File: src/rtl/pipeline_hazard_ctrl_if.sv
// ============================================================================
//  Module      : pipeline_hazard_ctrl_if
//  Description : Decoded-field and control bundle between the pipeline
//                datapath (master) and the hazard controller (slave).
//  Revision    : 1.0 - initial release
// ============================================================================
`default_nettype none

interface pipeline_hazard_ctrl_if #(
    parameter int CNT_W = 16
);
    // Decoded fields from ID / EX / MEM / WB
    logic [4:0]       id_rs;
    logic [4:0]       id_rt;
    logic             id_use_rs;
    logic             id_use_rt;
    logic [4:0]       ex_rs;
    logic [4:0]       ex_rt;
    logic             ex_wreg;
    logic             ex_mem_read;
    logic [4:0]       ex_rd;
    logic             ex_redirect;
    logic             mem_wreg;
    logic             wb_wreg;
    logic [4:0]       mem_rd;
    logic [4:0]       wb_rd;
    logic             mem_busy;

    // Pipeline control back to the datapath
    logic             pc_en;
    logic             if_id_en;
    logic             id_ex_en;
    logic             ex_mem_en;
    logic             pc_redirect;
    logic             if_id_flush;
    logic             id_ex_bubble;
    logic             mem_wb_bubble;
    logic [1:0]       fwd_a;
    logic [1:0]       fwd_b;
    logic             mem_err;
    logic [CNT_W-1:0] stall_cnt;
    logic [CNT_W-1:0] flush_cnt;

    modport master (
        output id_rs, id_rt, id_use_rs, id_use_rt, ex_rs, ex_rt, ex_wreg,
               ex_mem_read, ex_rd, ex_redirect, mem_wreg, wb_wreg, mem_rd,
               wb_rd, mem_busy,
        input  pc_en, if_id_en, id_ex_en, ex_mem_en, pc_redirect,
               if_id_flush, id_ex_bubble, mem_wb_bubble, fwd_a, fwd_b,
               mem_err, stall_cnt, flush_cnt
    );

    modport slave (
        input  id_rs, id_rt, id_use_rs, id_use_rt, ex_rs, ex_rt, ex_wreg,
               ex_mem_read, ex_rd, ex_redirect, mem_wreg, wb_wreg, mem_rd,
               wb_rd, mem_busy,
        output pc_en, if_id_en, id_ex_en, ex_mem_en, pc_redirect,
               if_id_flush, id_ex_bubble, mem_wb_bubble, fwd_a, fwd_b,
               mem_err, stall_cnt, flush_cnt
    );
endinterface

`default_nettype wire

File: src/rtl/pipeline_hazard_ctrl.sv
// ============================================================================
//  Module      : pipeline_hazard_ctrl
//  Description : Stall / flush / forward scheduler for a 5-stage pipeline.
//                Handles data-memory wait freeze with timeout, multi-cycle
//                IF/ID flush after an EX redirect, load-use stalls and EX
//                operand forwarding. Keeps saturating stall/flush counters.
//  Revision    : 1.0 - initial release
// ============================================================================
`default_nettype none

module pipeline_hazard_ctrl #(
    parameter int FLUSH_CYCLES = 1,    // 1..7
    parameter int MEM_TIMEOUT  = 255,  // 1..255
    parameter int CNT_W        = 16
) (
    input  wire logic             clk,
    input  wire logic             rst_n,
    pipeline_hazard_ctrl_if.slave hz
);

    localparam logic [2:0] FLUSH_RELOAD = 3'(FLUSH_CYCLES - 1);
    localparam logic [7:0] WAIT_LIMIT   = 8'(MEM_TIMEOUT);

    typedef enum logic [1:0] {
        RUN      = 2'd0,
        MEM_WAIT = 2'd1,
        FLUSH    = 2'd2
    } state_t;

    state_t           state;
    state_t           state_nxt;
    logic [2:0]       flush_ctr;
    logic [2:0]       flush_ctr_nxt;
    logic [7:0]       wait_ctr;
    logic             mem_err;
    logic [CNT_W-1:0] stall_cnt;
    logic [CNT_W-1:0] flush_cnt;
    logic             stall_evt;
    logic             flush_evt;
    logic             in_flush;
    logic             load_use;

    // A frozen FLUSH keeps its counter, so leaving MEM_WAIT with a nonzero
    // count behaves as FLUSH in that same cycle.
    assign in_flush = (state == FLUSH) ||
                      ((state == MEM_WAIT) && (flush_ctr != 3'd0));

    assign load_use = hz.ex_mem_read && hz.ex_wreg && (hz.ex_rd != 5'd0) &&
                      ((hz.id_use_rs && (hz.id_rs == hz.ex_rd)) ||
                       (hz.id_use_rt && (hz.id_rt == hz.ex_rd)));

    // State and flush-counter register
    always_ff @(posedge clk or negedge rst_n) begin
        if (!rst_n) begin
            state     <= RUN;
            flush_ctr <= 3'd0;
        end else begin
            state     <= state_nxt;
            flush_ctr <= flush_ctr_nxt;
        end
    end

    // Next state and pipeline controls; priority busy > redirect > load-use
    always_comb begin
        state_nxt         = state;
        flush_ctr_nxt     = flush_ctr;
        stall_evt         = 1'b0;
        flush_evt         = 1'b0;
        hz.pc_en          = 1'b1;
        hz.if_id_en       = 1'b1;
        hz.id_ex_en       = 1'b1;
        hz.ex_mem_en      = 1'b1;
        hz.pc_redirect    = 1'b0;
        hz.if_id_flush    = 1'b0;
        hz.id_ex_bubble   = 1'b0;
        hz.mem_wb_bubble  = 1'b0;

        if (hz.mem_busy) begin
            hz.pc_en         = 1'b0;
            hz.if_id_en      = 1'b0;
            hz.id_ex_en      = 1'b0;
            hz.ex_mem_en     = 1'b0;
            hz.mem_wb_bubble = 1'b1;
            state_nxt        = MEM_WAIT;
        end else if (hz.ex_redirect) begin
            hz.pc_redirect  = 1'b1;
            hz.if_id_flush  = 1'b1;
            hz.id_ex_bubble = 1'b1;
            flush_evt       = 1'b1;
            if (FLUSH_CYCLES > 1) begin
                flush_ctr_nxt = FLUSH_RELOAD;
                state_nxt     = FLUSH;
            end else begin
                flush_ctr_nxt = 3'd0;
                state_nxt     = RUN;
            end
        end else if (in_flush) begin
            // Flushing IF/ID already discards the dependent instruction,
            // so a load-use match here needs no stall.
            hz.if_id_flush = 1'b1;
            flush_ctr_nxt  = flush_ctr - 3'd1;
            state_nxt      = (flush_ctr == 3'd1) ? RUN : FLUSH;
        end else begin
            state_nxt = RUN;
            if (load_use) begin
                hz.pc_en        = 1'b0;
                hz.if_id_en     = 1'b0;
                hz.id_ex_bubble = 1'b1;
                stall_evt       = 1'b1;
            end
        end

        // Reset holds the pipeline frozen and bubbled independent of clk
        if (!rst_n) begin
            hz.pc_en         = 1'b0;
            hz.if_id_en      = 1'b0;
            hz.id_ex_en      = 1'b0;
            hz.ex_mem_en     = 1'b0;
            hz.pc_redirect   = 1'b0;
            hz.if_id_flush   = 1'b1;
            hz.id_ex_bubble  = 1'b1;
            hz.mem_wb_bubble = 1'b1;
        end
    end

    // Memory wait counter and sticky timeout flag; every frozen cycle counts
    always_ff @(posedge clk or negedge rst_n) begin
        if (!rst_n) begin
            wait_ctr <= 8'd0;
            mem_err  <= 1'b0;
        end else if (hz.mem_busy) begin
            if (wait_ctr != WAIT_LIMIT) begin
                wait_ctr <= wait_ctr + 8'd1;
            end
            if (wait_ctr == (WAIT_LIMIT - 8'd1)) begin
                mem_err <= 1'b1;
            end
        end else begin
            wait_ctr <= 8'd0;
        end
    end

    // Saturating performance counters
    always_ff @(posedge clk or negedge rst_n) begin
        if (!rst_n) begin
            stall_cnt <= '0;
            flush_cnt <= '0;
        end else begin
            if (stall_evt && (stall_cnt != '1)) begin
                stall_cnt <= stall_cnt + 1'b1;
            end
            if (flush_evt && (flush_cnt != '1)) begin
                flush_cnt <= flush_cnt + 1'b1;
            end
        end
    end

    // Operand forwarding: MEM beats WB, register 0 never forwarded
    always_comb begin
        hz.fwd_a = 2'b00;
        hz.fwd_b = 2'b00;
        if (hz.mem_wreg && (hz.mem_rd != 5'd0) && (hz.mem_rd == hz.ex_rs)) begin
            hz.fwd_a = 2'b10;
        end else if (hz.wb_wreg && (hz.wb_rd != 5'd0) && (hz.wb_rd == hz.ex_rs)) begin
            hz.fwd_a = 2'b01;
        end
        if (hz.mem_wreg && (hz.mem_rd != 5'd0) && (hz.mem_rd == hz.ex_rt)) begin
            hz.fwd_b = 2'b10;
        end else if (hz.wb_wreg && (hz.wb_rd != 5'd0) && (hz.wb_rd == hz.ex_rt)) begin
            hz.fwd_b = 2'b01;
        end
        if (!rst_n) begin
            hz.fwd_a = 2'b00;
            hz.fwd_b = 2'b00;
        end
    end

    assign hz.mem_err   = mem_err;
    assign hz.stall_cnt = stall_cnt;
    assign hz.flush_cnt = flush_cnt;

endmodule

`default_nettype wire

File: src/flat_wrapper.sv
// flat-port wrapper written by rule: the top's interface ports become plain ports
module pipeline_hazard_ctrl_flat 
#(
    parameter int FLUSH_CYCLES = 1,           
    parameter int MEM_TIMEOUT  = 255,           
    parameter int CNT_W        = 16
)
  (clk, rst_n, hz_id_rs, hz_id_rt, hz_id_use_rs, hz_id_use_rt, hz_ex_rs, hz_ex_rt, hz_ex_wreg, hz_ex_mem_read, hz_ex_rd, hz_ex_redirect, hz_mem_wreg, hz_wb_wreg, hz_mem_rd, hz_wb_rd, hz_mem_busy, hz_pc_en, hz_if_id_en, hz_id_ex_en, hz_ex_mem_en, hz_pc_redirect, hz_if_id_flush, hz_id_ex_bubble, hz_mem_wb_bubble, hz_fwd_a, hz_fwd_b, hz_mem_err, hz_stall_cnt, hz_flush_cnt);
  pipeline_hazard_ctrl_if #(.CNT_W(CNT_W)) hz_i ();
  input  wire logic clk;
  input  wire logic rst_n;
  input wire logic [$bits(hz_i.id_rs)-1:0] hz_id_rs;
  input wire logic [$bits(hz_i.id_rt)-1:0] hz_id_rt;
  input wire logic [$bits(hz_i.id_use_rs)-1:0] hz_id_use_rs;
  input wire logic [$bits(hz_i.id_use_rt)-1:0] hz_id_use_rt;
  input wire logic [$bits(hz_i.ex_rs)-1:0] hz_ex_rs;
  input wire logic [$bits(hz_i.ex_rt)-1:0] hz_ex_rt;
  input wire logic [$bits(hz_i.ex_wreg)-1:0] hz_ex_wreg;
  input wire logic [$bits(hz_i.ex_mem_read)-1:0] hz_ex_mem_read;
  input wire logic [$bits(hz_i.ex_rd)-1:0] hz_ex_rd;
  input wire logic [$bits(hz_i.ex_redirect)-1:0] hz_ex_redirect;
  input wire logic [$bits(hz_i.mem_wreg)-1:0] hz_mem_wreg;
  input wire logic [$bits(hz_i.wb_wreg)-1:0] hz_wb_wreg;
  input wire logic [$bits(hz_i.mem_rd)-1:0] hz_mem_rd;
  input wire logic [$bits(hz_i.wb_rd)-1:0] hz_wb_rd;
  input wire logic [$bits(hz_i.mem_busy)-1:0] hz_mem_busy;
  output wire logic [$bits(hz_i.pc_en)-1:0] hz_pc_en;
  output wire logic [$bits(hz_i.if_id_en)-1:0] hz_if_id_en;
  output wire logic [$bits(hz_i.id_ex_en)-1:0] hz_id_ex_en;
  output wire logic [$bits(hz_i.ex_mem_en)-1:0] hz_ex_mem_en;
  output wire logic [$bits(hz_i.pc_redirect)-1:0] hz_pc_redirect;
  output wire logic [$bits(hz_i.if_id_flush)-1:0] hz_if_id_flush;
  output wire logic [$bits(hz_i.id_ex_bubble)-1:0] hz_id_ex_bubble;
  output wire logic [$bits(hz_i.mem_wb_bubble)-1:0] hz_mem_wb_bubble;
  output wire logic [$bits(hz_i.fwd_a)-1:0] hz_fwd_a;
  output wire logic [$bits(hz_i.fwd_b)-1:0] hz_fwd_b;
  output wire logic [$bits(hz_i.mem_err)-1:0] hz_mem_err;
  output wire logic [$bits(hz_i.stall_cnt)-1:0] hz_stall_cnt;
  output wire logic [$bits(hz_i.flush_cnt)-1:0] hz_flush_cnt;
  assign hz_i.id_rs = hz_id_rs;
  assign hz_i.id_rt = hz_id_rt;
  assign hz_i.id_use_rs = hz_id_use_rs;
  assign hz_i.id_use_rt = hz_id_use_rt;
  assign hz_i.ex_rs = hz_ex_rs;
  assign hz_i.ex_rt = hz_ex_rt;
  assign hz_i.ex_wreg = hz_ex_wreg;
  assign hz_i.ex_mem_read = hz_ex_mem_read;
  assign hz_i.ex_rd = hz_ex_rd;
  assign hz_i.ex_redirect = hz_ex_redirect;
  assign hz_i.mem_wreg = hz_mem_wreg;
  assign hz_i.wb_wreg = hz_wb_wreg;
  assign hz_i.mem_rd = hz_mem_rd;
  assign hz_i.wb_rd = hz_wb_rd;
  assign hz_i.mem_busy = hz_mem_busy;
  assign hz_pc_en = hz_i.pc_en;
  assign hz_if_id_en = hz_i.if_id_en;
  assign hz_id_ex_en = hz_i.id_ex_en;
  assign hz_ex_mem_en = hz_i.ex_mem_en;
  assign hz_pc_redirect = hz_i.pc_redirect;
  assign hz_if_id_flush = hz_i.if_id_flush;
  assign hz_id_ex_bubble = hz_i.id_ex_bubble;
  assign hz_mem_wb_bubble = hz_i.mem_wb_bubble;
  assign hz_fwd_a = hz_i.fwd_a;
  assign hz_fwd_b = hz_i.fwd_b;
  assign hz_mem_err = hz_i.mem_err;
  assign hz_stall_cnt = hz_i.stall_cnt;
  assign hz_flush_cnt = hz_i.flush_cnt;
  pipeline_hazard_ctrl #(.FLUSH_CYCLES(FLUSH_CYCLES), .MEM_TIMEOUT(MEM_TIMEOUT), .CNT_W(CNT_W)) u_core (.clk(clk), .rst_n(rst_n), .hz(hz_i));
endmodule
File: config.mk
export PLATFORM = sky130hd
export DESIGN_NAME = pipeline_hazard_ctrl_flat
export DESIGN_NICKNAME = d
export VERILOG_FILES = /design/src/rtl/pipeline_hazard_ctrl_if.sv /design/src/rtl/pipeline_hazard_ctrl.sv /design/src/flat_wrapper.sv
export SDC_FILE = /design/constraint.sdc
export NUM_CORES = 1
export LEC_CHECK = 0
export CORE_UTILIZATION = 47
export CTS_CLUSTER_DIAMETER = 30
export CTS_CLUSTER_SIZE = 10
export DETAILED_ROUTE_END_ITERATION = 8
export PLACE_DENSITY = 0.89
export SLEW_MARGIN = 15
export SYNTH_ARGS = -nofsm -noshare
export SYNTH_HDL_FRONTEND = slang
export SYNTH_SLANG_ARGS = --single-unit
File: constraint.sdc
create_clock -name clk -period 2.5 [get_ports clk]
set_clock_uncertainty 0.15 [all_clocks]
set_input_delay 0.375 -clock clk [delete_from_list [all_inputs] [get_ports clk]]
set_output_delay 0.375 -clock clk [all_outputs]
set_load 0.02 [all_outputs]
# Word-level counts from Yosys, hierarchy flattened
# Cells that the tools add are included.
# word_totals
inputBits,45
ff_bits,46
# classes
mux,37
n_addsub,4
n_reduce_logical,23
n_bitwise,1
n_eq_ne,14
# op_table
cell,count
$add 16x1->16 const B,2
$ne 16x16->1 const B,2
$eq 5x5->1,6
$mux 1,25
$mux 2,8
$mux 8,2
$reduce_bool 5->1,3
$logic_and 1x1->1,14
$add 8x1->8 const B,1
$eq 8x8->1 const B,1
$ne 8x8->1 const B,1
$mux 3,2
$reduce_and 2->1,2
$eq 3x1->1 const B,1
$reduce_bool 3->1,1
$sub 3x1->3 const B,1
$eq 2x1->1 const B,1
$eq 2x2->1 const B,1
$logic_or 1x1->1,2
$ne 2x1->1 const B,1
$reduce_bool 2->1,1
$not 1->1,1

# Depth between registers and ports, before layout
# Gate-level depths: netlist of run 1.
# depth
word_depth,9
mapped_depth,7
ltp_nobuf,7

# Least setup slack after synthesis of run 1
# Ideal clock, no wire load.
# synth_path
path_kind,register to output
from,register u_core.flush_ctr[0]
to,output port hz_pc_en
arrival_ns,1.904
setup_slack_ns,0.071
path_stages_with_launch,8
path_buffers,1
path_cell_list,dfrtp_1 -> inv_1 -> ha_1 -> nor2b_1 -> o2111ai_1 -> nor2_4 -> a31oi_1 -> buf_4
# synth_via
elab_chain_len,7
# synth_lines
element,line,source
start: declaration,pipeline_hazard_ctrl.sv:32,logic [2:0] flush_ctr;
start signal: assignment,pipeline_hazard_ctrl.sv:59,flush_ctr <= flush_ctr_nxt;
$reduce_bool 3->1,pipeline_hazard_ctrl.sv:46,((state == MEM_WAIT) && (flush_ctr != 3'd0));
$logic_and 1x1->1,pipeline_hazard_ctrl.sv:46,
$logic_or 1x1->1,pipeline_hazard_ctrl.sv:45,assign in_flush = (state == FLUSH) ||
$mux 1 (4 in a row),--,
end: declaration,flat_wrapper.sv:27,output wire logic [$bits(hz_i.pc_en)-1:0] hz_pc_en;
# Every way passes these cells.

# Worst setup path after layout of run 1
# layout_path
from,input port hz_ex_rd[3]
to,output port hz_id_ex_bubble
# layout_via
elab_chain_len,9
elab_cells_between_ends,13
classes_between,eq/ne (2); mux (5); reduce/logical (6)
# layout_lines
element,line,source
start: declaration,flat_wrapper.sv:20,input wire logic [$bits(hz_i.ex_rd)-1:0] hz_ex_rd;
$eq 5x5->1 (on tied branches),"pipeline_hazard_ctrl.sv:49, pipeline_hazard_ctrl.sv:50",
$logic_and 1x1->1 (on tied branches),"pipeline_hazard_ctrl.sv:49, pipeline_hazard_ctrl.sv:50",
$logic_or 1x1->1,pipeline_hazard_ctrl.sv:49,((hz.id_use_rs && (hz.id_rs == hz.ex_rd)) ||
$logic_and 1x1->1 (*),pipeline_hazard_ctrl.sv:48,assign load_use = hz.ex_mem_read && hz.ex_wreg && (hz.ex_rd != 5'd0) &&
$mux 1 (*),pipeline_hazard_ctrl.sv:105,if (load_use) begin
$mux 1 (*),pipeline_hazard_ctrl.sv:97,end else if (in_flush) begin
$mux 1 (*),pipeline_hazard_ctrl.sv:85,end else if (hz.ex_redirect) begin
$mux 1 (*),pipeline_hazard_ctrl.sv:78,if (hz.mem_busy) begin
$mux 1 (*),pipeline_hazard_ctrl.sv:114,if (!rst_n) begin
end: declaration,flat_wrapper.sv:33,output wire logic [$bits(hz_i.id_ex_bubble)-1:0] hz_id_ex_bubble;
# Mark *: on every way between the ends. The rest lies on a longest branch, timed or not.

==> results.txt, run 1 <==
The run finished, with violations left. The checks that failed: setup timing. Dividing the detail-routed via count by the number of cells gives 5.46. The total number of vias came out at 2,737. In this run the worst path has a maximum fanout of 3. The endpoint type of the worst setup path is an output port. For this design the ratio of total power to cell area is 485 nW/µm². Synthesis instantiated 44 different standard cells from the library. The part of the Yosys area used for sequential elements came out at 0.402. The cell count after synthesis is 295. The H-tree was split into 2 levels. Tracing the worst setup path back leads to its startpoint at hz_ex_rd[3].

The number of pins with negative max-slew slack in the final report is 0. The floorplan step set the die height to 80.1 µm. Entering global routing, the biggest net connects 30 pins. Based on the critical path, the design can be clocked at up to 396 MHz.

The overall global routing resource usage came out at 0.267. The number of placement rows is 28. Sorting the synthesized cells by how often they occur yields sky130_fd_sc_hd__dfrtp_1 (46), sky130_fd_sc_hd__xnor2_1 (37), sky130_fd_sc_hd__nand2_1 (23), sky130_fd_sc_hd__nand4_1 (21), sky130_fd_sc_hd__xor2_1 (19). In this run the standard cell core region covers 5890 µm². The count of buffers added on input and output ports is 89. The most numerous cell type found on the critical path is sky130_fd_sc_hd__nor2_4. The cell area after layout came out at 4330 µm². After the first detailed-routing iteration, the DRC count stood at 153.

Yosys mapped a number of flops with a built-in enable equal to 0. The synthesis warning total is 0. The element type at the critical path start is a primary input.

The floorplan step defined a die boundary enclosing 6410 µm². The wire length of the first global-routing pass came out at 13.3 mm. Buffers inserted to repair hold after CTS numbered 0.

After synthesis, the cell types taking the most area are sky130_fd_sc_hd__dfrtp_1 (40%), sky130_fd_sc_hd__xnor2_1 (11%), sky130_fd_sc_hd__xor2_1 (5.8%). The fraction of synthesis flops using an asynchronous set or reset pin came out at 1.00. The capturing point of the worst reg2reg path is u_core.hz.stall_cnt[8]$_DFFE_PN0P_. The TritonCTS buffer count is 5. In the finished design, the share of the clock period the worst path needs comes to 1.01. The final routed wire length divided by cell count is 16.3 µm. Clock-pin slew was measured on the worst setup and hold paths at 0.09 ns.

The critical path is of the in2out type. After the last flow step, the layout net total stands at 477. The via count of the first global-routing pass came out at 2,797. Clock latency on the worst-skew pair, taken at its later pin, is 0.30 ns. The average instance area after synthesis came out at 9.71 µm². Summed over all cells, the static leakage comes to 1.84 nW. The count of nets left with antenna violations after detail routing is 0. Setup slack on the worst reg-to-reg path comes out at 0.39 ns. In the synthesized netlist the dominant register cell turns out to be sky130_fd_sc_hd__dfrtp_1. The largest total area in the synthesized netlist belongs to sky130_fd_sc_hd__dfrtp_1. The placed standard-cell area came out at 4110 µm².

The number of antenna repair diodes is 0. The wire length after detailed routing came out at 8.18 mm. The signal on the critical path passes through clkdlybuf4s50_1 > or4_4 > nor2_4 > nor2_4 > a21oi_1 > o21ai_1 > buf_2.

The net count after synthesis came out at 347. The die is 80.1 µm wide. Setup repair after global routing could not meet its margin everywhere. The CTS root buffer is sky130_fd_sc_hd__clkbuf_8. The number of clock sinks is 46. The final critical delay including setup and external delays came out at 2.53 ns.

TritonCTS built the clock tree. The area added between synthesis and finish came out at 51.2%. In the routed design, unresolved DRC markers number 0.

The worst vdd rail ir drop came out at 0.000375 V. The maximum root-to-sink buffer count is 2. The remaining global-route overflow came out at 0. The starting density of the core is 0.487. In this design, the stage delay of the slowest critical-path cell is 0.55 ns. The required time at the endpoint of the critical path is 1.98 ns. The netlist area before placement came out at 2860 µm². The number of hold violations in the final report is 0. The number of search-and-repair iterations in the first detailed-routing pass is 4. STA puts the critical path data arrival time at 2.00 ns. Setup violations remaining at the end of the flow were counted as 1. The summed negative setup slack over all endpoints is -0.0253 ns.

The max-capacitance violation count came out at 0. The share of cells above drive strength 1 came out at 0.202. Once routing completed, OpenROAD measured the worst setup slack at -0.0253 ns. Measured in cells, the most critical reg-to-reg path has a length of 9. The number of antenna violations at the first check in global routing came out at 0. The reg-to-reg startpoint is u_core.flush_ctr[0]$_DFFE_PN0P_. The routability-driven placement congestion ratio came out at 0.842. The placed wire-length estimate is 5.80 mm. The synthesized flop and latch total came out at 46. The min-delay analysis places its worst path in the category in2async. The tightest slew margin relative to the limit is 0.641. The area share of the largest cell type after synthesis is 0.402. The I/O pin count came out at 90. The largest individual stage delay along the critical path comes from the cell sky130_fd_sc_hd__or4_4. The worst-margin pin slew came out at 0.535 ns. The cell with the most instances after synthesis is sky130_fd_sc_hd__dfrtp_1.
layer usage:
layer  global-route usage  vias to the layer above  part of all wire
li1                     -                     1313                 -
met1                0.326                     1333              0.41
met2                0.469                       74              0.52
met3               0.0545                       17             0.043
met4               0.0839                        0             0.018
met5                    0                        -                 0
power breakdown:
part | switching, W | internal, W | leakage, nW | total [W]
registers | 0.0000814 | 0.000799 | 0.616 | 0.000880
logic | 0.000264 | 0.000278 | 1.15 | 0.000542
clock network | 0.000252 | 0.000426 | 0.0714 | 0.000678
cell usage in the layout, fill, tap and decap left out, types with 5 or more instances in the layout:
master	synthesis	layout
sky130_fd_sc_hd__clkdlybuf4s50_1	0	68
sky130_fd_sc_hd__dfrtp_1	46	46
sky130_fd_sc_hd__buf_4	3	44
sky130_fd_sc_hd__xnor2_1	37	35
sky130_fd_sc_hd__nand2_1	23	23
sky130_fd_sc_hd__nand4_1	21	21
sky130_fd_sc_hd__xor2_1	19	19
sky130_fd_sc_hd__nor2_1	17	17
sky130_fd_sc_hd__nand3_1	16	16
sky130_fd_sc_hd__dlygate4sd2_1	0	9
sky130_fd_sc_hd__inv_1	8	8
sky130_fd_sc_hd__a21oi_1	7	7
sky130_fd_sc_hd__o21ai_0	7	7
sky130_fd_sc_hd__mux2_1	7	7
sky130_fd_sc_hd__ha_1	7	7
sky130_fd_sc_hd__a31oi_1	7	6
sky130_fd_sc_hd__clkbuf_8	0	6
sky130_fd_sc_hd__and2_1	5	5
sky130_fd_sc_hd__nor3_1	5	5
sky130_fd_sc_hd__buf_2	2	5
worst max path at each step:
stage / endpoint / slack, ns / cells past startpoint
detailed placement: hz_fwd_a[0] / -0.61 / 6
finish: hz_id_ex_bubble / -0.03 / 7
CTS: hz_fwd_a[0] / -0.07 / 6
global placement: hz_fwd_b[0] / -0.55 / 6
global route: hz_id_ex_bubble / -0.05 / 7
floorplan: hz_pc_en / 0.07 / 7
repair_timing:
action | in CTS | in global routing
setup buffers | 1 | 0
setup endpoints to repair | 8 | 7
gates resized for setup | 48 | 21
pin swaps | 6 | 9
sequential cells by signal (all words and copies together), names as in the netlist:
| name | cells |
|---|---|
| u_core.hz.flush_cnt | 16 |
| u_core.state | 2 |
| u_core.hz.mem_err | 1 |
| u_core.wait_ctr | 8 |
| u_core.flush_ctr | 3 |
| u_core.hz.stall_cnt | 16 |
layout make-up:
class | instances | area, µm²
inverter | 8 | 30.0
timing repair buffer | 131 | 1170
sequential | 46 | 1150
clock buffer | 6 | 82.6
multi-input combinational | 233 | 1750
clock inverter | 2 | 60.1
fill | 397 | 1550
tap | 75 | 93.8
stage by stage:
step	setup WS, ns	total power, W	instances	utilization	hold WS (ns)
after global placement	-0.551	0.00140	492	0.698	0.312
after detailed placement	-0.610	0.00142	492	0.698	0.314
final	-0.0253	0.00210	501	0.736	0.0313
after floorplan	0.0708	0.00111	295	-	-0.0706
after CTS	-0.0704	0.00210	501	0.723	0.0427
after global routing	-0.0473	0.00220	501	0.736	0.0397
cells by family (layout without fill, tap and decap cells):
family          after synthesis  count (layout)  synth area share
mux                           8               8            0.0310
buf+inv                      16             147            0.0258
xor+xnor                     56              56             0.171
flops                        46              46             0.402
simple gates                129             129             0.263
compound gates               33              33            0.0765
fa+ha+maj                     7               7            0.0306
critical path: cells and delay by family:
family          cells  cell delay, ns
simple gates        3            0.76
buf+inv             2            0.63
compound gates      2            0.23
No activity file was read; power rests on OpenSTA's default activity.
==> run 2: changes to the inputs <==
--- a/config.mk
+++ b/config.mk
@@ -5,11 +5,13 @@
 export SDC_FILE = /design/constraint.sdc
 export NUM_CORES = 1
 export LEC_CHECK = 0
-export CORE_UTILIZATION = 47
+export CORE_UTILIZATION = 42
 export CTS_CLUSTER_DIAMETER = 30
 export CTS_CLUSTER_SIZE = 10
 export DETAILED_ROUTE_END_ITERATION = 8
-export PLACE_DENSITY = 0.89
+export GPL_TIMING_DRIVEN = 0
+export PLACE_DENSITY = 0.81
+export SKIP_LAST_GASP = 1
 export SLEW_MARGIN = 15
 export SYNTH_ARGS = -nofsm -noshare
 export SYNTH_HDL_FRONTEND = slang
==> run 2 against run 1 <==
  * The run ends with DRC left
  * Cell count shrank 4.6%
  * Clock power down 31%
  * Register-to-register slack got worse by 0.13 ns
  * Sequential share of layout area increased by 1.8 points
  * Fmax increased by 1.9%
  * Critical path type is now reg2out
  * Highest routed layer unchanged
==> results.txt, run 2 (synthesized netlist as in run 1, its figures left out) <==
The clock tree from TritonCTS was built (unchanged). Most frequent cells in the layout: sky130_fd_sc_hd__clkdlybuf4s50_1 (60), sky130_fd_sc_hd__dfrtp_1 (46), sky130_fd_sc_hd__xnor2_1 (37) (was sky130_fd_sc_hd__clkdlybuf4s50_1 (68), sky130_fd_sc_hd__dfrtp_1 (46), sky130_fd_sc_hd__buf_4 (44)). The element type at the critical path start is a flop (was primary input). The tightest slew margin relative to the limit was 0.457 (was 0.641). The TritonCTS buffer count was 5 (unchanged). The setup violation total in the final timing report came out at 0 (was 1). The ratio of total power to cell area is 456 nW/µm² (was 485 nW/µm²). The routability-driven placement congestion ratio is 0.803 (was 0.842). The number of antenna repair diodes came to 0 (unchanged).

The worst setup path startpoint was u_core.flush_ctr[0]$_DFFE_PN0P_ (was hz_ex_rd[3]). The max-capacitance violation count was 0 (unchanged). The floorplan die area is 7150 µm² (was 6410 µm²). The placed standard-cell area is 3860 µm² (was 4110 µm²). The internal power of the cells came out at 0.00125 W (was 0.00150 W). The first-iteration detailed-routing DRC count came out at 143 (was 153).

The maximum number of pins on one net before global-route repair came out at 30 (unchanged). The final net count came out at 452 (was 477). The number of hold violations in the final report is 0 (unchanged).

The final critical-path share of the clock period came out at 0.991 (was 1.01). The core outline area was 6460 µm² (was 5890 µm²). The clock network fraction of total power was 0.254 (was 0.323). Largest registers: u_core.hz.flush_cnt (16), u_core.hz.stall_cnt (16), u_core.wait_ctr (8) (unchanged). The latest clock arrival within the worst-skew pair is 0.30 ns (about the same).

The port buffer count came out at 88 (was 89). The sequential group share of total power is 0.476 (was 0.419). The count of nets left with antenna violations after detail routing is 0 (unchanged). The placed wire-length estimate came to 5.46 mm (was 5.80 mm). The number of clock sinks came out at 46 (unchanged).

The share of total power consumed by net switching is 0.325 (was 0.285). The worst-margin pin slew came out at 0.811 ns (was 0.535 ns). Outcome: finished with violations (unchanged). The number of search-and-repair iterations in the first detailed-routing pass is 6 (was 4). The top fanout value on the critical path is 3 (unchanged).

The remaining global-route overflow came out at 0 (unchanged). The mean number of vias per cell is 5.48 (was 5.46). The worst hold path class was in2async (unchanged). The final critical delay including setup and external delays came out at 2.48 ns (was 2.53 ns). The number of pins with negative max-slew slack in the final report is 0 (unchanged). The clock-pin transition on the worst setup and hold timing paths is 0.09 ns (about the same). The width of the die is 84.6 µm (was 80.1 µm). The wire length after detailed routing came out at 7.36 mm (was 8.18 mm). The worst vdd rail ir drop is 0.000444 V (was 0.000375 V). The number of cells traversed by the worst register-to-register path is 6 (was 9). The CTS root buffer is sky130_fd_sc_hd__clkbuf_8 (unchanged).

The cell area after layout is 4060 µm² (was 4330 µm²). The reg-to-reg startpoint is u_core.hz.stall_cnt[0]$_DFFE_PN0P_ (was u_core.flush_ctr[0]$_DFFE_PN0P_). The number of antenna violations at the first check in global routing is 0 (unchanged). The endpoint arrival time on the critical path was 1.95 ns (was 2.00 ns). Violations in the final reports: DRC (was setup timing).

The maximum root-to-sink buffer count came to 2 (unchanged). The area added between synthesis and finish is 41.7% (was 51.2%). The vertical die dimension is 84.6 µm (was 80.1 µm). The overall global routing resource usage came to 0.213 (was 0.267). The leakage power is 1.68 nW (was 1.84 nW). The endpoint type of the worst setup path is an output port (unchanged). The number of design rule violations left after detail routing came out at 5 (was 0). The final routed wire length divided by cell count came out at 15.4 µm (was 16.3 µm). The total number of vias was 2,621 (was 2,737). The worst slack on hold paths came out at 0.00844 ns (was 0.0313 ns).

The CTS H-tree depth is 2 (unchanged). The I/O pin count came out at 90 (unchanged). Unrepaired setup endpoints after global routing: true (unchanged). The upper clock frequency limit is 403 MHz (was 396 MHz).

The share of the core filled with cells was 0.628 (was 0.736). The required time at the endpoint of the critical path came out at 1.98 ns (about the same). The leading cell type in the layout, fill and taps excluded is sky130_fd_sc_hd__clkdlybuf4s50_1 (unchanged). The combinational fraction of design power came to 0.270 (was 0.258).

The wire length of the first global-routing pass came out at 12.3 mm (was 13.3 mm). The net switching power of the design is 0.000602 W (was 0.000598 W). The share of cells above drive strength 1 came out at 0.142 (was 0.202). The via count of the first global-routing pass came out at 2,584 (was 2,797). The starting density of the core is 0.443 (was 0.487). The number of placement rows is 29 (was 28). The type of the worst setup path is reg2out (was in2out).
[run 2: cell types whose count changed in the layout (fill, tap and decap cells not counted), moves of 3 or more]
cell and delta:
sky130_fd_sc_hd__dlymetal6s2s_1 -3, sky130_fd_sc_hd__dlygate4sd2_1 +10, sky130_fd_sc_hd__buf_4 -32, sky130_fd_sc_hd__clkdlybuf4s50_1 -8
sky130_fd_sc_hd__clkbuf_2 +3
[run 2: per-layer routing]
metal | vias to the layer above | share of wire | track usage | wire length, µm
li1 | 1267 | - | - | -
met1 | 1267 | 0.44 | 0.268 | 3230
met2 | 73 | 0.50 | 0.378 | 3720
met4 | 0 | 0.019 | 0.0678 | 143
met5 | - | 0 | 0 | 0
met3 | 14 | 0.036 | 0.0295 | 266
[run 2: what timing repair did]
item	in CTS	in global routing
pin swaps	5	2
gates resized for setup	59	12
hold buffers	2	0
buffers inserted	5	2
setup endpoints to repair	12	6
hold endpoints to repair	17	0
[run 2: critical path: stages, from the launching register on]
cell,delay [ns]
sky130_fd_sc_hd__dfrtp_1,0.40
sky130_fd_sc_hd__inv_2,0.08
sky130_fd_sc_hd__ha_1,0.15
sky130_fd_sc_hd__nor2b_4,0.20
sky130_fd_sc_hd__o2111ai_4,0.16
sky130_fd_sc_hd__nor2_4,0.19
sky130_fd_sc_hd__a21oi_1,0.08
sky130_fd_sc_hd__o21ai_1,0.20
sky130_fd_sc_hd__buf_4,0.18
[run 2: stage by stage]
| stage | TNS, ns | cells | setup WS, ns | total power [W] |
|---|---|---|---|---|
| after floorplan | 0 | 295 | 0.0708 | 0.00111 |
| after global placement | -45.39 | 460 | -2.23 | 0.00137 |
| after detailed placement | -5.53 | 461 | -0.770 | 0.00139 |
| after CTS | -0.0339 | 476 | -0.0339 | 0.00186 |
| after global routing | -0.0644 | 478 | -0.0509 | 0.00194 |
| final | 0 | 478 | 0.0216 | 0.00185 |
[run 2: final cells by class]
class                      count  area, µm²
fill                         537       2400
multi-input combinational    233       1710
sequential                    46       1150
timing repair buffer          98        923
tap                           77       96.3
clock buffer                   5       68.8
buffer                         8       55.1
inverter                       8       30.0
clock inverter                 3       23.8
[run 2: final timing paths]
path / endpoint / slack [ns]
max: hz_id_ex_bubble / 0.02
min: u_core.wait_ctr[3]$_DFFE_PN0P_ / 0.008
max reg2reg: u_core.hz.stall_cnt[1]$_DFFE_PN0P_ / 0.26
min reg2reg: u_core.hz.mem_err$_DFFE_PN0P_ / 0.34
max in group asynchronous: u_core.state[0]$_DFF_PN0_ / 1.06
min in group clk: u_core.flush_ctr[2]$_DFFE_PN0P_ / 0.18
[run 2: power by group through the flow]
stage	Combinational, W	Clock [W]	Sequential [W]
after global routing	0.000541	0.000509	0.000891
after CTS	0.000502	0.000474	0.000881
after floorplan	0.000173	0	0.000940
final	0.000500	0.000471	0.000881
after global placement	0.000478	0	0.000891
after detailed placement	0.000494	0	0.000895
==> run 3: changes to the inputs <==
--- a/config.mk
+++ b/config.mk
@@ -5,14 +5,16 @@
 export SDC_FILE = /design/constraint.sdc
 export NUM_CORES = 1
 export LEC_CHECK = 0
-export CORE_UTILIZATION = 42
+export CORE_UTILIZATION = 47
 export CTS_CLUSTER_DIAMETER = 30
 export CTS_CLUSTER_SIZE = 10
 export DETAILED_ROUTE_END_ITERATION = 8
+export GPL_ROUTABILITY_DRIVEN = 0
 export GPL_TIMING_DRIVEN = 0
-export PLACE_DENSITY = 0.81
+export PLACE_DENSITY = 0.89
 export SKIP_LAST_GASP = 1
 export SLEW_MARGIN = 15
 export SYNTH_ARGS = -nofsm -noshare
 export SYNTH_HDL_FRONTEND = slang
 export SYNTH_SLANG_ARGS = --single-unit
+export TNS_END_PERCENT = 50
==> run 3 against run 2 <==
  * Cell count is 1.3% lower
  * Via count hardly changed
  * Utilization is 5.1 points higher
  * Largest power group unchanged
  * Cell area is 1.4% lower
  * Global-route usage is 3.2 points higher
  * Routed wire length is 0.43% lower
  * The run ends with hold timing left
==> results.txt, run 3 (synthesized netlist as in run 1, its figures left out) <==
Outcome: finished with violations (unchanged). Violations in the final reports: hold timing (was DRC). The via count of the first global-routing pass was 2,615 (was 2,584). The number of antenna repair diodes came out at 0 (unchanged). The clock-pin transition on the worst setup and hold timing paths is 0.09 ns (about the same). The final routed wire length divided by cell count came out at 15.5 µm (was 15.4 µm). The setup slack at placement came to -0.767 ns (was -0.770 ns). The leakage power came to 1.66 nW (was 1.68 nW). The share of the core filled with cells is 0.680 (was 0.628). The area added between synthesis and finish is 39.7% (was 41.7%). The vertical die dimension is 80.1 µm (was 84.6 µm). The number of hold violations in the final report came out at 20 (was 0). The delay of the slowest critical-path stage was 0.55 ns (was 0.40 ns). The endpoint arrival time on the critical path is 1.93 ns (was 1.95 ns).

The number of cells in the design after placement is 459 (was 461). The count of nets left with antenna violations after detail routing is 0 (unchanged). The number of cells traversed by the worst register-to-register path came out at 6 (unchanged). Most frequent cells in the layout: sky130_fd_sc_hd__clkdlybuf4s50_1 (60), sky130_fd_sc_hd__dfrtp_1 (46), sky130_fd_sc_hd__xnor2_1 (37) (unchanged). The maximum number of pins on one net before global-route repair came out at 33 (was 30). The I/O pin count came to 90 (unchanged).

The leading cell type in the layout, fill and taps excluded is sky130_fd_sc_hd__clkdlybuf4s50_1 (unchanged). The worst slack on hold paths is -0.0199 ns (was 0.00844 ns). The cell class contributing the biggest share of worst-path delay is simple AND/OR/NAND/NOR gates (was compound AO/OA/AOI/OAI gates).

The required time at the endpoint of the critical path is 1.98 ns (about the same). Unrepaired setup endpoints after global routing: true (unchanged). The wire length after detailed routing came out at 7.33 mm (was 7.36 mm). The mean number of vias per cell is 5.56 (was 5.48). The ratio of total power to cell area is 458 nW/µm² (was 456 nW/µm²).

The count of buffering cells on the critical path with inverters included came to 2 (unchanged). The remaining global-route overflow is 0 (unchanged). The capturing point of the worst reg2reg path is u_core.hz.stall_cnt[1]$_DFFE_PN0P_ (unchanged). The number of design rule violations left after detail routing was 0 (was 5). The number of clock sinks is 46 (unchanged). The endpoint type of the worst setup path is an output port (unchanged). The upper clock frequency limit came to 408 MHz (was 403 MHz).

The starting density of the core is 0.487 (was 0.443). The CTS H-tree depth is 2 (unchanged). The width of the die is 80.1 µm (was 84.6 µm). The final net count is 448 (was 452).

The maximum root-to-sink buffer count came out at 2 (unchanged). The element type at the critical path start was a primary input (was flop). The latest clock arrival within the worst-skew pair came to 0.31 ns (was 0.30 ns).

The share of cells above drive strength 1 was 0.126 (was 0.142). The port buffer count is 88 (unchanged). The final critical-path share of the clock period came out at 0.981 (was 0.991). The placed wire-length estimate came out at 5.36 mm (was 5.46 mm).

The final instance count without filler cells came out at 472 (was 478). The final worst setup slack is 0.0463 ns (was 0.0216 ns). The worst-margin pin slew is 0.719 ns (was 0.811 ns). The worst vdd rail ir drop is 0.000383 V (was 0.000444 V). The worst hold path class is in2async (unchanged).

Critical Path, Cell by Cell: dlygate4sd2_1 > or4_1 > o21ai_2 > nor4_2 > nor4_1 > buf_2 (was inv_2 > ha_1 > nor2b_4 > o2111ai_4 > nor2_4 > a21oi_1 > o21ai_1 > buf_4). The first-iteration detailed-routing DRC count is 141 (was 143). The total number of vias is 2,623 (was 2,621). The number of search-and-repair iterations in the first detailed-routing pass came to 4 (was 6). The tightest slew margin relative to the limit came out at 0.519 (was 0.457). The number of pins with negative max-slew slack in the final report came out at 0 (unchanged). Largest registers: u_core.hz.flush_cnt (16), u_core.hz.stall_cnt (16), u_core.wait_ctr (8) (unchanged). The top fanout value on the critical path came out at 3 (unchanged). The overall global routing resource usage came to 0.245 (was 0.213).

The wire length of the first global-routing pass is 12.1 mm (was 12.3 mm). The clock tree from TritonCTS is built (unchanged). The setup violation total in the final timing report came out at 0 (unchanged). The setup slack on the worst flop-to-flop path is 0.30 ns (was 0.26 ns). The library cell contributing the largest single delay on the critical path was sky130_fd_sc_hd__or4_1 (was sky130_fd_sc_hd__dfrtp_1). The max-capacitance violation count is 0 (unchanged). The number of placement rows is 28 (was 29). The floorplan die area came out at 6410 µm² (was 7150 µm²). The type of the worst setup path is in2out (was reg2out). The TritonCTS buffer count is 5 (unchanged). The summed negative setup slack over all endpoints is 0 ns (unchanged). The core outline area is 5890 µm² (was 6460 µm²). The final critical delay including setup and external delays was 2.45 ns (was 2.48 ns). The number of antenna violations at the first check in global routing came out at 0 (unchanged). The CTS root buffer is sky130_fd_sc_hd__clkbuf_8 (unchanged). The reg-to-reg startpoint is u_core.hz.stall_cnt[0]$_DFFE_PN0P_ (unchanged).
==> run 3: cell types whose count changed in the layout (fill, tap and decap cells not counted), sizes merged <==
cell,change
buf,-4
clkinv,+2
clkinvlp,-2
dlygate4sd2,+2
clkbuf,-1
clkdlybuf4s15,+1
dlygate4sd1,-1
inv,-1
==> run 3: power breakdown <==
group / total (W) / leakage [nW] / switching [W] / internal (W)
clock network: 0.000460 / 0.0452 / 0.000263 / 0.000198
registers: 0.000880 / 0.616 / 0.0000814 / 0.000799
logic: 0.000493 / 0.997 / 0.000247 / 0.000246
total: 0.00183 / 1.66 / 0.000591 / 0.00124
==> run 3: layer usage <==
metal,routed length [µm],global-route usage,vias up
met5,0,0,-
met4,167,0.0946,0
met3,341,0.0466,14
met2,3750,0.426,79
met1,3060,0.298,1270
li1,-,-,1260
==> run 3: layout make-up <==
type / count / area, µm²
Sequential cell: 46 / 1150
Inverter: 8 / 30.0
Multi-Input combinational cell: 233 / 1700
Buffer: 8 / 55.1
Timing Repair Buffer: 94 / 888
Clock buffer: 6 / 72.6
Tap cell: 75 / 93.8
Fill cell: 461 / 1890
Clock inverter: 2 / 13.8
==> run 3: timing repair <==
| action | CTS | global route |
|---|---|---|
| setup endpoints to repair | 12 | 7 |
| gates resized for setup | 56 | 11 |
| pin swaps | 6 | 2 |
| hold endpoints to repair | 15 | 0 |
| hold buffers | 1 | 0 |
| setup buffers | 4 | 0 |
==> run 3: stage by stage <==
| step | area [µm²] | total power, W |
|---|---|---|
| global placement | 3840 | 0.00137 |
| detailed placement | 3850 | 0.00139 |
| global route | 4000 | 0.00192 |
| floorplan | 2860 | 0.00111 |
| finish | 4000 | 0.00183 |
| CTS | 3990 | 0.00184 |
==> run 3: worst max-delay path by stage <==
stage / slack [ns] / end / from / cells past startpoint
after floorplan: 0.07 / hz_pc_en / u_core.flush_ctr[0]$_DFFE_PN0P_ / 7
after global placement: -2.18 / hz_fwd_a[0] / rst_n / 5
after detailed placement: -0.77 / hz_id_ex_bubble / hz_ex_rd[0] / 8
after CTS: -0.02 / hz_fwd_a[1] / hz_mem_rd[1] / 6
after global routing: -0.06 / hz_fwd_b[1] / hz_ex_rt[0] / 6
final: 0.05 / hz_fwd_b[0] / hz_mem_rd[0] / 6
